## src/rtl/sdram_stream_sequencer_pkg.sv

```systemverilog
// sdram_seq_pkg: shared state encoding, word size and chunk sizing helper for the stream sequencer.
package sdram_seq_pkg;
  typedef logic [2:0] state_t;
  localparam state_t IDLE   = 3'd0;
  localparam state_t ISSUE  = 3'd1;
  localparam state_t RUN    = 3'd2;
  localparam state_t DRAIN  = 3'd3;
  localparam state_t FINISH = 3'd4;
  localparam int BYTES_PER_WORD = 2;
  function automatic logic [31:0] chunk_min(input logic [31:0] rem, input logic [31:0] lim);
    return (rem < lim) ? rem : lim;
  endfunction
endpackage

```

## src/rtl/sdram_stream_sequencer_if.sv

```systemverilog
// sdram_stream_sequencer_if: command, read-master and output-stream signals of the sequencer.
// SDRAM_SEQ_CHECKSUM_EN adds the checksum output.
interface sdram_stream_sequencer_if #(
  parameter int ADDR_W = 25,
  parameter int DATA_W = 16
);
  logic              cmd_valid;
  logic              cmd_ready;
  logic [ADDR_W-1:0] cmd_base;
  logic [ADDR_W-1:0] cmd_length;
  logic              busy;
  logic              xfer_done;
  logic              rm_fixed_location;
  logic [ADDR_W-1:0] rm_read_base;
  logic [ADDR_W-1:0] rm_read_length;
  logic              rm_go;
  logic              rm_done;
  logic              rm_early_done;
  logic              rm_read_buffer;
  logic [DATA_W-1:0] rm_data;
  logic              rm_data_available;
  logic [DATA_W-1:0] m_data;
  logic              m_valid;
  logic              m_ready;
  logic              m_last;
`ifdef SDRAM_SEQ_CHECKSUM_EN
  logic [DATA_W-1:0] checksum;
`endif
  modport slave (
    input  cmd_valid, cmd_base, cmd_length, rm_done, rm_early_done, rm_data, rm_data_available, m_ready,
    output cmd_ready, busy, xfer_done, rm_fixed_location, rm_read_base, rm_read_length, rm_go,
           rm_read_buffer, m_data, m_valid, m_last
`ifdef SDRAM_SEQ_CHECKSUM_EN
    , output checksum
`endif
  );
  modport master (
    output cmd_valid, cmd_base, cmd_length, rm_done, rm_early_done, rm_data, rm_data_available, m_ready,
    input  cmd_ready, busy, xfer_done, rm_fixed_location, rm_read_base, rm_read_length, rm_go,
           rm_read_buffer, m_data, m_valid, m_last
`ifdef SDRAM_SEQ_CHECKSUM_EN
    , input checksum
`endif
  );
endinterface

```

## src/rtl/sdram_stream_sequencer_out_reg.sv

```systemverilog
// sdram_seq_out_reg: one-entry valid/ready output register carrying data and a last flag.
module sdram_seq_out_reg #(
  parameter int DATA_W = 16
) (
  input  logic              clk_i,
  input  logic              rst_ni,
  input  logic              load_i,
  input  logic [DATA_W-1:0] data_i,
  input  logic              last_i,
  input  logic              ready_i,
  output logic              valid_o,
  output logic [DATA_W-1:0] data_o,
  output logic              last_o
);
  logic              valid_q, valid_d, last_q;
  logic [DATA_W-1:0] data_q;
  assign valid_d = load_i | (valid_q & ~ready_i);
  always_ff @(posedge clk_i or negedge rst_ni) begin
    if (!rst_ni) begin
      valid_q <= 1'b0;
      data_q  <= '0;
      last_q  <= 1'b0;
    end else begin
      valid_q <= valid_d;
      if (load_i) begin
        data_q <= data_i;
        last_q <= last_i;
      end
    end
  end
  assign valid_o = valid_q;
  assign data_o  = data_q;
  assign last_o  = last_q;
endmodule

```

## src/rtl/sdram_stream_sequencer.sv

```systemverilog
// sdram_stream_sequencer: splits a byte read command into read-master chunks and streams the words out.
// SDRAM_SEQ_CHECKSUM_EN adds a running 16-bit sum of the words delivered in the current transfer.
import sdram_seq_pkg::*;
module sdram_stream_sequencer #(
  parameter int ADDR_W      = 25,
  parameter int DATA_W      = 16,
  parameter int CHUNK_BYTES = 4096
) (
  input logic                   clk_clk,
  input logic                   reset_reset_n,
  sdram_stream_sequencer_if.slave bus
);
  localparam logic [ADDR_W-1:0] WMASK = ~ADDR_W'(BYTES_PER_WORD - 1);
  state_t            state_q, state_d;
  logic [ADDR_W-1:0] base_q, base_d, rem_q, rem_d, words_q, words_d;
  logic [ADDR_W-1:0] rd_base_q, rd_base_d, rd_len_q, rd_len_d, chunk, len_in;
  logic              go_q, go_d, pop, last_pop, m_valid, m_last;
  logic [DATA_W-1:0] m_data;
  logic              unused_ok;
  assign unused_ok = bus.rm_early_done;
  assign len_in    = bus.cmd_length & WMASK;
  assign chunk     = ADDR_W'(chunk_min(32'(rem_q), CHUNK_BYTES));
  assign pop       = (state_q == RUN) && bus.rm_data_available && (!m_valid || bus.m_ready) && (words_q != '0);
  assign last_pop  = (words_q == ADDR_W'(1)) && (rem_q == rd_len_q);
  // Chunk completion is counted by pops; rm_done only gates the next go.
  always_comb begin
    state_d   = state_q;
    base_d    = base_q;
    rem_d     = rem_q;
    words_d   = words_q;
    rd_base_d = rd_base_q;
    rd_len_d  = rd_len_q;
    go_d      = 1'b0;
    case (state_q)
      IDLE: if (bus.cmd_valid) begin
        base_d  = bus.cmd_base & WMASK;
        rem_d   = len_in;
        state_d = (len_in == '0) ? FINISH : ISSUE;
      end
      ISSUE: if (bus.rm_done) begin
        rd_base_d = base_q;
        rd_len_d  = chunk;
        words_d   = chunk / ADDR_W'(BYTES_PER_WORD);
        go_d      = 1'b1;
        state_d   = RUN;
      end
      RUN: if (pop) begin
        words_d = words_q - ADDR_W'(1);
        if (words_q == ADDR_W'(1)) begin
          base_d  = base_q + rd_len_q;
          rem_d   = rem_q - rd_len_q;
          state_d = (rem_q == rd_len_q) ? DRAIN : ISSUE;
        end
      end
      DRAIN:   state_d = (!m_valid || bus.m_ready) ? FINISH : DRAIN;
      default: state_d = IDLE;
    endcase
  end
  always_ff @(posedge clk_clk or negedge reset_reset_n) begin
    if (!reset_reset_n) begin
      state_q   <= IDLE;
      base_q    <= '0;
      rem_q     <= '0;
      words_q   <= '0;
      rd_base_q <= '0;
      rd_len_q  <= '0;
      go_q      <= 1'b0;
    end else begin
      state_q   <= state_d;
      base_q    <= base_d;
      rem_q     <= rem_d;
      words_q   <= words_d;
      rd_base_q <= rd_base_d;
      rd_len_q  <= rd_len_d;
      go_q      <= go_d;
    end
  end
  sdram_seq_out_reg #(.DATA_W(DATA_W)) u_out (
    .clk_i  (clk_clk),
    .rst_ni (reset_reset_n),
    .load_i (pop),
    .data_i (bus.rm_data),
    .last_i (last_pop),
    .ready_i(bus.m_ready),
    .valid_o(m_valid),
    .data_o (m_data),
    .last_o (m_last)
  );
`ifdef SDRAM_SEQ_CHECKSUM_EN
  logic [DATA_W-1:0] csum_q;
  always_ff @(posedge clk_clk or negedge reset_reset_n) begin
    if (!reset_reset_n) csum_q <= '0;
    else if (state_q == IDLE && bus.cmd_valid) csum_q <= '0;
    else if (m_valid && bus.m_ready) csum_q <= csum_q + m_data;
  end
  assign bus.checksum = csum_q;
`endif
  assign bus.cmd_ready         = (state_q == IDLE);
  assign bus.busy              = (state_q inside {ISSUE, RUN, DRAIN});
  assign bus.xfer_done         = (state_q == FINISH);
  assign bus.rm_fixed_location = 1'b0;
  assign bus.rm_read_base      = rd_base_q;
  assign bus.rm_read_length    = rd_len_q;
  assign bus.rm_go             = go_q;
  assign bus.rm_read_buffer    = pop;
  assign bus.m_data            = m_data;
  assign bus.m_valid           = m_valid;
  assign bus.m_last            = m_last;
endmodule

```

## src/flat_wrapper.sv

```systemverilog
// flat-port wrapper written by rule: the top's interface ports become plain ports
module sdram_stream_sequencer_flat 
#(
  parameter int ADDR_W      = 25,
  parameter int DATA_W      = 16,
  parameter int CHUNK_BYTES = 4096
)
  (clk_clk, reset_reset_n, bus_cmd_valid, bus_cmd_base, bus_cmd_length, bus_rm_done, bus_rm_early_done, bus_rm_data, bus_rm_data_available, bus_m_ready, bus_cmd_ready, bus_busy, bus_xfer_done, bus_rm_fixed_location, bus_rm_read_base, bus_rm_read_length, bus_rm_go, bus_rm_read_buffer, bus_m_data, bus_m_valid, bus_m_last);
  sdram_stream_sequencer_if #(.ADDR_W(ADDR_W), .DATA_W(DATA_W)) bus_i ();
  input logic clk_clk;
  input logic reset_reset_n;
  input wire logic [$bits(bus_i.cmd_valid)-1:0] bus_cmd_valid;
  input wire logic [$bits(bus_i.cmd_base)-1:0] bus_cmd_base;
  input wire logic [$bits(bus_i.cmd_length)-1:0] bus_cmd_length;
  input wire logic [$bits(bus_i.rm_done)-1:0] bus_rm_done;
  input wire logic [$bits(bus_i.rm_early_done)-1:0] bus_rm_early_done;
  input wire logic [$bits(bus_i.rm_data)-1:0] bus_rm_data;
  input wire logic [$bits(bus_i.rm_data_available)-1:0] bus_rm_data_available;
  input wire logic [$bits(bus_i.m_ready)-1:0] bus_m_ready;
  output wire logic [$bits(bus_i.cmd_ready)-1:0] bus_cmd_ready;
  output wire logic [$bits(bus_i.busy)-1:0] bus_busy;
  output wire logic [$bits(bus_i.xfer_done)-1:0] bus_xfer_done;
  output wire logic [$bits(bus_i.rm_fixed_location)-1:0] bus_rm_fixed_location;
  output wire logic [$bits(bus_i.rm_read_base)-1:0] bus_rm_read_base;
  output wire logic [$bits(bus_i.rm_read_length)-1:0] bus_rm_read_length;
  output wire logic [$bits(bus_i.rm_go)-1:0] bus_rm_go;
  output wire logic [$bits(bus_i.rm_read_buffer)-1:0] bus_rm_read_buffer;
  output wire logic [$bits(bus_i.m_data)-1:0] bus_m_data;
  output wire logic [$bits(bus_i.m_valid)-1:0] bus_m_valid;
  output wire logic [$bits(bus_i.m_last)-1:0] bus_m_last;
  assign bus_i.cmd_valid = bus_cmd_valid;
  assign bus_i.cmd_base = bus_cmd_base;
  assign bus_i.cmd_length = bus_cmd_length;
  assign bus_i.rm_done = bus_rm_done;
  assign bus_i.rm_early_done = bus_rm_early_done;
  assign bus_i.rm_data = bus_rm_data;
  assign bus_i.rm_data_available = bus_rm_data_available;
  assign bus_i.m_ready = bus_m_ready;
  assign bus_cmd_ready = bus_i.cmd_ready;
  assign bus_busy = bus_i.busy;
  assign bus_xfer_done = bus_i.xfer_done;
  assign bus_rm_fixed_location = bus_i.rm_fixed_location;
  assign bus_rm_read_base = bus_i.rm_read_base;
  assign bus_rm_read_length = bus_i.rm_read_length;
  assign bus_rm_go = bus_i.rm_go;
  assign bus_rm_read_buffer = bus_i.rm_read_buffer;
  assign bus_m_data = bus_i.m_data;
  assign bus_m_valid = bus_i.m_valid;
  assign bus_m_last = bus_i.m_last;
  sdram_stream_sequencer #(.ADDR_W(ADDR_W), .DATA_W(DATA_W), .CHUNK_BYTES(CHUNK_BYTES)) u_core (.clk_clk(clk_clk), .reset_reset_n(reset_reset_n), .bus(bus_i));
endmodule
```

## config.mk

```make
export PLATFORM = sky130hd
export DESIGN_NAME = sdram_stream_sequencer_flat
export DESIGN_NICKNAME = d
export VERILOG_FILES = /design/src/rtl/sdram_stream_sequencer_pkg.sv /design/src/rtl/sdram_stream_sequencer_if.sv /design/src/rtl/sdram_stream_sequencer_out_reg.sv /design/src/rtl/sdram_stream_sequencer.sv /design/src/flat_wrapper.sv
export SDC_FILE = /design/constraint.sdc
export NUM_CORES = 1
export LEC_CHECK = 0
export ABC_AREA = 1
export BUFFER_PORTS_ARGS = -buffer_cell sky130_fd_sc_hd__buf_2
export CAP_MARGIN = 20
export CORE_MARGIN = 1
export CORE_UTILIZATION = 43
export DETAILED_ROUTE_END_ITERATION = 8
export GPL_TIMING_DRIVEN = 0
export SYNTH_ARGS = -nofsm -noshare
export SYNTH_HDL_FRONTEND = slang
export SYNTH_SLANG_ARGS = --single-unit
```

## constraint.sdc

```tcl
create_clock -name clk_clk -period 4.7 [get_ports clk_clk]
set_input_delay 0.235 -clock clk_clk [delete_from_list [all_inputs] [get_ports clk_clk]]
set_output_delay 0.235 -clock clk_clk [all_outputs]
set_load 0.005 [all_outputs]
```

* Word-level counts from Yosys, hierarchy flattened
Index checks and enable logic that the tools add are counted.
Widths: inputs -> output; s select.
** Operators by class
- $add $sub $neg :: 3
- Magnitude comparators :: 1
- Equal/unequal tests :: 10
- Multiplexer cells :: 22
- Bitwise gates (word level) :: 3
- Reduce and logical (&&, ||, !) cells :: 16
** Operators by type and width (count)
- $mux 25 :: 9
- $pmux 25 s2 :: 3
- $add 25x25->25 :: 1
- $eq 25x1->1 const B :: 1
- $eq 25x25->1 :: 1
- $logic_not 25->1 :: 1
- $lt 25x13->1 const B :: 1
- $reduce_bool 25->1 :: 1
- $sub 25x1->25 const B :: 1
- $sub 25x25->25 :: 1
- $mux 3 :: 6
- $pmux 3 s4 :: 1
- $ne 2x2->1 const B :: 4
- $reduce_and 4->1 :: 2
- $eq 3x2->1 const B :: 2
- $logic_and 1x1->1 :: 4
- $reduce_bool 2->1 :: 2
- $eq 3x1->1 const B :: 1
- $eq 3x3->1 const B :: 1
- $logic_not 3->1 :: 1
- $reduce_and 3->1 :: 1
- $reduce_bool 3->1 :: 1
- $mux 1 :: 2
- $mux 2 :: 1
- 6 further kinds :: 6
** Storage, ports and cells
- Flip-flop bits (word level) :: 147
- Bits of input ports :: 73
- Output and inout port bits :: 74
- Logic and storage cells :: 65

* Logic depth before layout (Yosys ltp)
- Word-level depth :: 6
- Depth in mapped cells :: 15

* Modules after synthesis
A second synthesis with hierarchy kept.
** Unflattened totals
- Cell total of the unflattened synthesis :: 1746
- Area, all modules :: 10939.2 sq um
** Modules (own cells, without submodules)
- sdram_stream_sequencer :: times used 1, cells each 1670, area each 10227.3 sq um, seq. area each 3228.1 sq um
- sdram_seq_out_reg :: times used 1, cells each 76, area each 711.9 sq um, seq. area each 450.4 sq um

* Worst setup path before layout
OpenSTA, ideal clock, no wires.
- Kind :: register to register
- Start point :: register u_core.rd_len_q[0] (netlist: u_core.bus.rm_read_length[0])
- End point :: register u_core.base_q[24]
- Library setup time :: 116 ps
- Data arrival time :: 1788 ps
- Required time :: 4584 ps
- Path slack :: 2796 ps
- Cell stages (with the launch flop) :: 13
- Buffers on the path :: 0
- Path through :: dfrtp_1 > ha_1 > fa_1 > nand3_1 > nand3_1 > nand2_1 > nand2_1 > nand2_1 > nand3_1 > nand2_1 > nand3_1 > nand2_1 > nand2_1
** On the way
- Longest elaborated chain between the ends :: 4
** Ends and longest elaborated chain
- from (decl) :: RTL line sdram_stream_sequencer.sv:16 : logic [ADDR_W-1:0] rd_base_q, rd_base_d, rd_len_q, rd_len_d, chunk, len_in;
- from (signal assigned) :: RTL line sdram_stream_sequencer.sv:74 : rd_len_q <= rd_len_d;
- $add 25x25->25 :: RTL line sdram_stream_sequencer.sv:50 : base_d = base_q + rd_len_q;
- $mux 25 :: RTL line sdram_stream_sequencer.sv:49 : if (words_q == ADDR_W'(1)) begin
- $mux 25 :: RTL line sdram_stream_sequencer.sv:47 : RUN: if (pop) begin
- $pmux 25 s2 :: RTL line sdram_stream_sequencer.sv:34 : case (state_q)
- to (signal assigned) :: RTL line sdram_stream_sequencer.sv:70 : base_q <= base_d;
- to (decl) :: RTL line sdram_stream_sequencer.sv:15 : logic [ADDR_W-1:0] base_q, base_d, rem_q, rem_d, words_q, words_d;
No other way between the ends. The select of a mux whose other input is x is not followed.
A chain may end at the register's enable or synchronous reset.

* Final worst setup path
- Start point :: register u_core.state_q[1]
- End point :: output bus_rm_read_buffer
** On the way
- Longest elaborated chain between the ends :: 4
** Ends and longest elaborated chain
- from (decl) :: RTL line sdram_stream_sequencer.sv:14 : state_t state_q, state_d;
- from (signal assigned) :: RTL line sdram_stream_sequencer.sv:69 : state_q <= state_d;
- $eq 3x2->1 :: RTL line sdram_stream_sequencer.sv:23 : assign pop = (state_q == RUN) && bus.rm_data_available && (!m_valid || bus.m_ready) && (words_q != '0);
- $logic_and 1x1->1 (3 in series) :: RTL line sdram_stream_sequencer.sv:23
- to (decl) :: RTL line flat_wrapper.sv:27 : output wire logic [$bits(bus_i.rm_read_buffer)-1:0] bus_rm_read_buffer;
No other way between the ends.

==> flow_summary.json <==
{
  "dpl.hpwl_um": 28600,
  "num_rows": 57,
  "antenna_found_initial": 0,
  "startpoint_type": "flop",
  "p_clk_share_pct": 16.9,
  "track_usage_pct": 28.6,
  "num_io_pins": 147,
  "htreeDepth": 4,
  "synth-xor-area-share_pct": 1.37,
  "maxSlewHeadroom_pct": 40.1,
  "path_clk_slew_ns": 0.06,
  "synth_cell_type_count": 39,
  "wl_per_cell_um": 15.9,
  "clockBufferDepth": 2,
  "skew_ns": 0.0106,
  "synth_ff_type": "dfrtp_1",
  "cts_buffers": 17,
  "crit_type": "reg2out",
  "worstPathArrival_ns": 2.39,
  "ff2ff_setup_slack_ns": 2.23,
  "hold_class": "in2reg",
  "muxShareOfSynthArea_pct": 0,
  "p_leak_nw": 7.45,
  "yosysSeqAreaShare_pct": 33.9,
  "p_switching_mw": 4.11,
  "drc": 0,
  "synth_area_leaders": "dfrtp_1, nand2_1, inv_1",
  "drive_above_1_share_pct": 12.4,
  "synth-seq-cells": 147,
  "chipWidth_um": 161,
  "ctsRootBufferMaster": "clkbuf_16",
  "synthArstFlopShare_pct": 100,
  "synth-compound-area-share_pct": 5.67,
  "portBuffers": 142,
  "wirelength_um": 35800,
  "cp_max_fo": 10,
  "worstSetupEndpointType": "output port",
  "grt_pass1_wl_um": 56800,
  "synth_simple_gate_area_share_pct": 40.9,
  "syn_to_final_growth_pct": 17.2,
  "cap_violations": 0,
  "whs_path_depth": 3,
  "synthAdderAreaFrac_pct": 6.25,
  "required_ns": 4.47,
  "r2r-start": "u_core.state_q[1]$_DFFE_PN0P_",
  "worst_slew_pin_slew_ns": 0.898,
  "place_congestion": 0.990,
  "total_power_mw": 8.23,
  "timing.final.crit_period_ns": 2.63,
  "max-vdd-ir-drop_mv": 0.321,
  "drtIter0Drc": 819,
  "core_um2": 24500,
  "status": "completed",
  "num_vias": 11300,
  "crit_chain": "inv_2, nor3_4, inv_2, nor2_2, a21boi_2, buf_2, buf_2",
  "synth-edff-count": 0,
  "cts.sinks": 147,
  "fill_cells": 2607,
  "clk_latency_ns": 0.44,
  "final.setup.tns_ns": 0,
  "finalCritPeriodShare_pct": 55.9,
  "start_util_pct": 44.2,
  "synth_nets": 1866,
  "rsz0062_at_grt": "false",
  "seqPwrFrac_pct": 24.9,
  "powerDensity_nw_per_um2": 648,
  "grt_max_degree": 84,
  "dr.pass1.iters": 5,
  "diodes": 0,
  "die_y_um": 161,
  "hold_viol": 0,
  "slowest_stage": "dfrtp_1",
  "drtAntennaViolNets": 0,
  "nets": 2040,
  "syn_inst": 1740,
  "die-area_um2": 25900,
  "max_freq_ghz": 0.381,
  "cts_tree": "yes",
  "yosysTopAreaCellShare_pct": 33.9,
  "sw_frac_of_total_pct": 49.9,
  "routed_via_density": 5.02,
  "synth_area_per_cell_um2": 6.23,
  "p_int_mw": 4.12,
  "combPwrFrac_pct": 58.2,
  "setup_viol_count_final": 0,
  "r2r_cells": 7,
  "drv_slew": 0,
  "critPathMaxStageDelay_ns": 0.44,
  "grt_pass1_vias": 10800,
  "syn_area_um2": 10800,
  "rr_endpoint": "u_core.rem_q[10]$_DFFE_PN0P_",
  "min_to": "u_core.u_out.data_o[15]$_DFFE_PN0P_",
  "synth_top_family_by_area": "simple AND/OR/NAND/NOR gates",
  "grt-ovfl-total": 0,
  "ys_warn_count": 0,
  "synth_area_leader_cell": "dfrtp_1",
  "holdCritStartpoint": "bus_rm_data[15]"
}
## final cells by class
class | instances | area (um^2) | share of cell area [%]
Clock buffer | 18 | 439 | 3.46
Timing Repair Buffer | 155 | 865 | 6.81
Inverter | 287 | 1080 | 8.50
Sequential cell | 147 | 3680 | 29.0
Clock inverter | 13 | 151 | 1.19
Tap cell | 324 | 405 | 3.19
Multi-Input combinational cell | 1266 | 5880 | 46.3
Buffer | 40 | 209 | 1.64
## stage by stage
stage	hold slack (ns)	worst slack [ns]	utilization [%]	instances	instance area, um^2
floorplan	-0.0606	2.80	-	1740	10800
global placement	0.433	1.09	48.7	2206	12000
detailed placement	0.299	2.29	48.9	2207	12000
CTS	0.000138	2.08	51.8	2250	12700
global route	0.0183	1.94	51.8	2250	12700
finish	0.00328	2.07	51.8	2250	12700
## power by group through the flow
stage | Combinational (mW) | Sequential (mW) | Clock [mW]
finish | 4.79 | 2.05 | 1.39
global route | 5.44 | 2.10 | 1.46
CTS | 4.76 | 2.04 | 1.41
detailed placement | 4.73 | 2.06 | 0
global placement | 4.67 | 2.05 | 0
floorplan | 3.38 | 1.99 | 0
## state kept, by name, indices dropped and copies added (netlist names)
name	flops
u_core.base_q	25
u_core.bus.rm_read_base	25
u_core.bus.rm_read_length	25
u_core.rem_q	25
u_core.words_q	25
u_core.u_out.data_o	16
u_core.state_q	3
u_core.bus.rm_go	1
u_core.u_out.last_o	1
u_core.u_out.valid_o	1
## Yosys cell counts, types with 3 or more instances
cell type / number
or2_2: 17
inv_1: 283
nor2_2: 8
nand3_1: 116
clkbuf_1: 17
inv_2: 3
buf_2: 14
dfrtp_1: 147
ha_1: 51
nor2_1: 165
xor2_1: 8
nor3_1: 11
nand2_2: 3
o21ai_2: 5
buf_4: 3
xnor2_1: 9
o21ai_0: 62
nand3b_1: 6
a21oi_1: 32
buf_6: 4
o21ai_1: 8
nand2_1: 716
nand4_1: 29
## cells by family (layout without fill, tap and decap cells)
group / after synthesis / after routing
compound gates: 115 / 115
xor+xnor: 17 / 17
fa+ha+maj: 53 / 53
buf+inv: 327 / 513
flops: 147 / 147
other cells: 1 / 1
simple gates: 1080 / 1080
## layer usage
layer	track usage, %	share of wire, %	wire length (um)	up-vias
li1	-	-	-	5678
met1	39.5	47	16800	5281
met2	47.2	46	16600	289
met3	3.43	5.0	1810	43
met4	7.80	1.7	619	0
met5	0	0	0	-
## worst max-delay path by stage
stage | from | endpoint | slack (ns) | depth (start not counted)
after floorplan | u_core.bus.rm_read_length[0]$_DFFE_PN0P_ | u_core.base_q[24]$_DFFE_PN0P_ | 2.80 | 12
after global placement | reset_reset_n | u_core.rem_q[17]$_DFFE_PN0P_ | 1.09 | 1
after detailed placement | u_core.state_q[1]$_DFFE_PN0P_ | u_core.rem_q[10]$_DFFE_PN0P_ | 2.29 | 7
after CTS | u_core.state_q[1]$_DFFE_PN0P_ | bus_rm_read_buffer | 2.08 | 7
after global routing | u_core.state_q[1]$_DFFE_PN0P_ | bus_rm_read_buffer | 1.94 | 7
final | u_core.state_q[1]$_DFFE_PN0P_ | bus_rm_read_buffer | 2.07 | 7
## cell usage in the layout (no fill, tap or decap), types with 4 or more instances in the layout
cell type / synthesis / layout
nand3_1: 116 / 116
a21oi_1: 32 / 32
o21ai_2: 5 / 5
buf_6: 4 / 5
xnor2_1: 9 / 9
o21ai_1: 8 / 8
nor2_1: 165 / 165
buf_2: 14 / 155
nor3_1: 11 / 11
inv_6: 0 / 4
clkinvlp_4: 0 / 4
inv_1: 283 / 283
nor2_2: 8 / 8
clkbuf_16: 0 / 17
o21ai_0: 62 / 62
nand3b_1: 6 / 6
dfrtp_1: 147 / 147
or2_2: 17 / 17
nand2_1: 716 / 716
nand4_1: 29 / 29
dlygate4sd3_1: 0 / 12
ha_1: 51 / 51
clkbuf_1: 17 / 17
xor2_1: 8 / 8
## critical path, delay by kind of cell, from the launching register on
family	cells	cell delay, ns
AO/OA/AOI/OAI	1	0.44
buffers and inverters	4	0.67
flip-flops	1	0.44
AND/OR/NAND/NOR	2	0.41
## timing repair
| item | CTS | global route |
|---|---|---|
| hold buffers | 12 | 0 |
| setup buffers | 0 | 0 |
| hold endpoints to repair | 75 | 0 |
| resized for setup | 0 | 0 |
(Power assumes the default switching activity.)
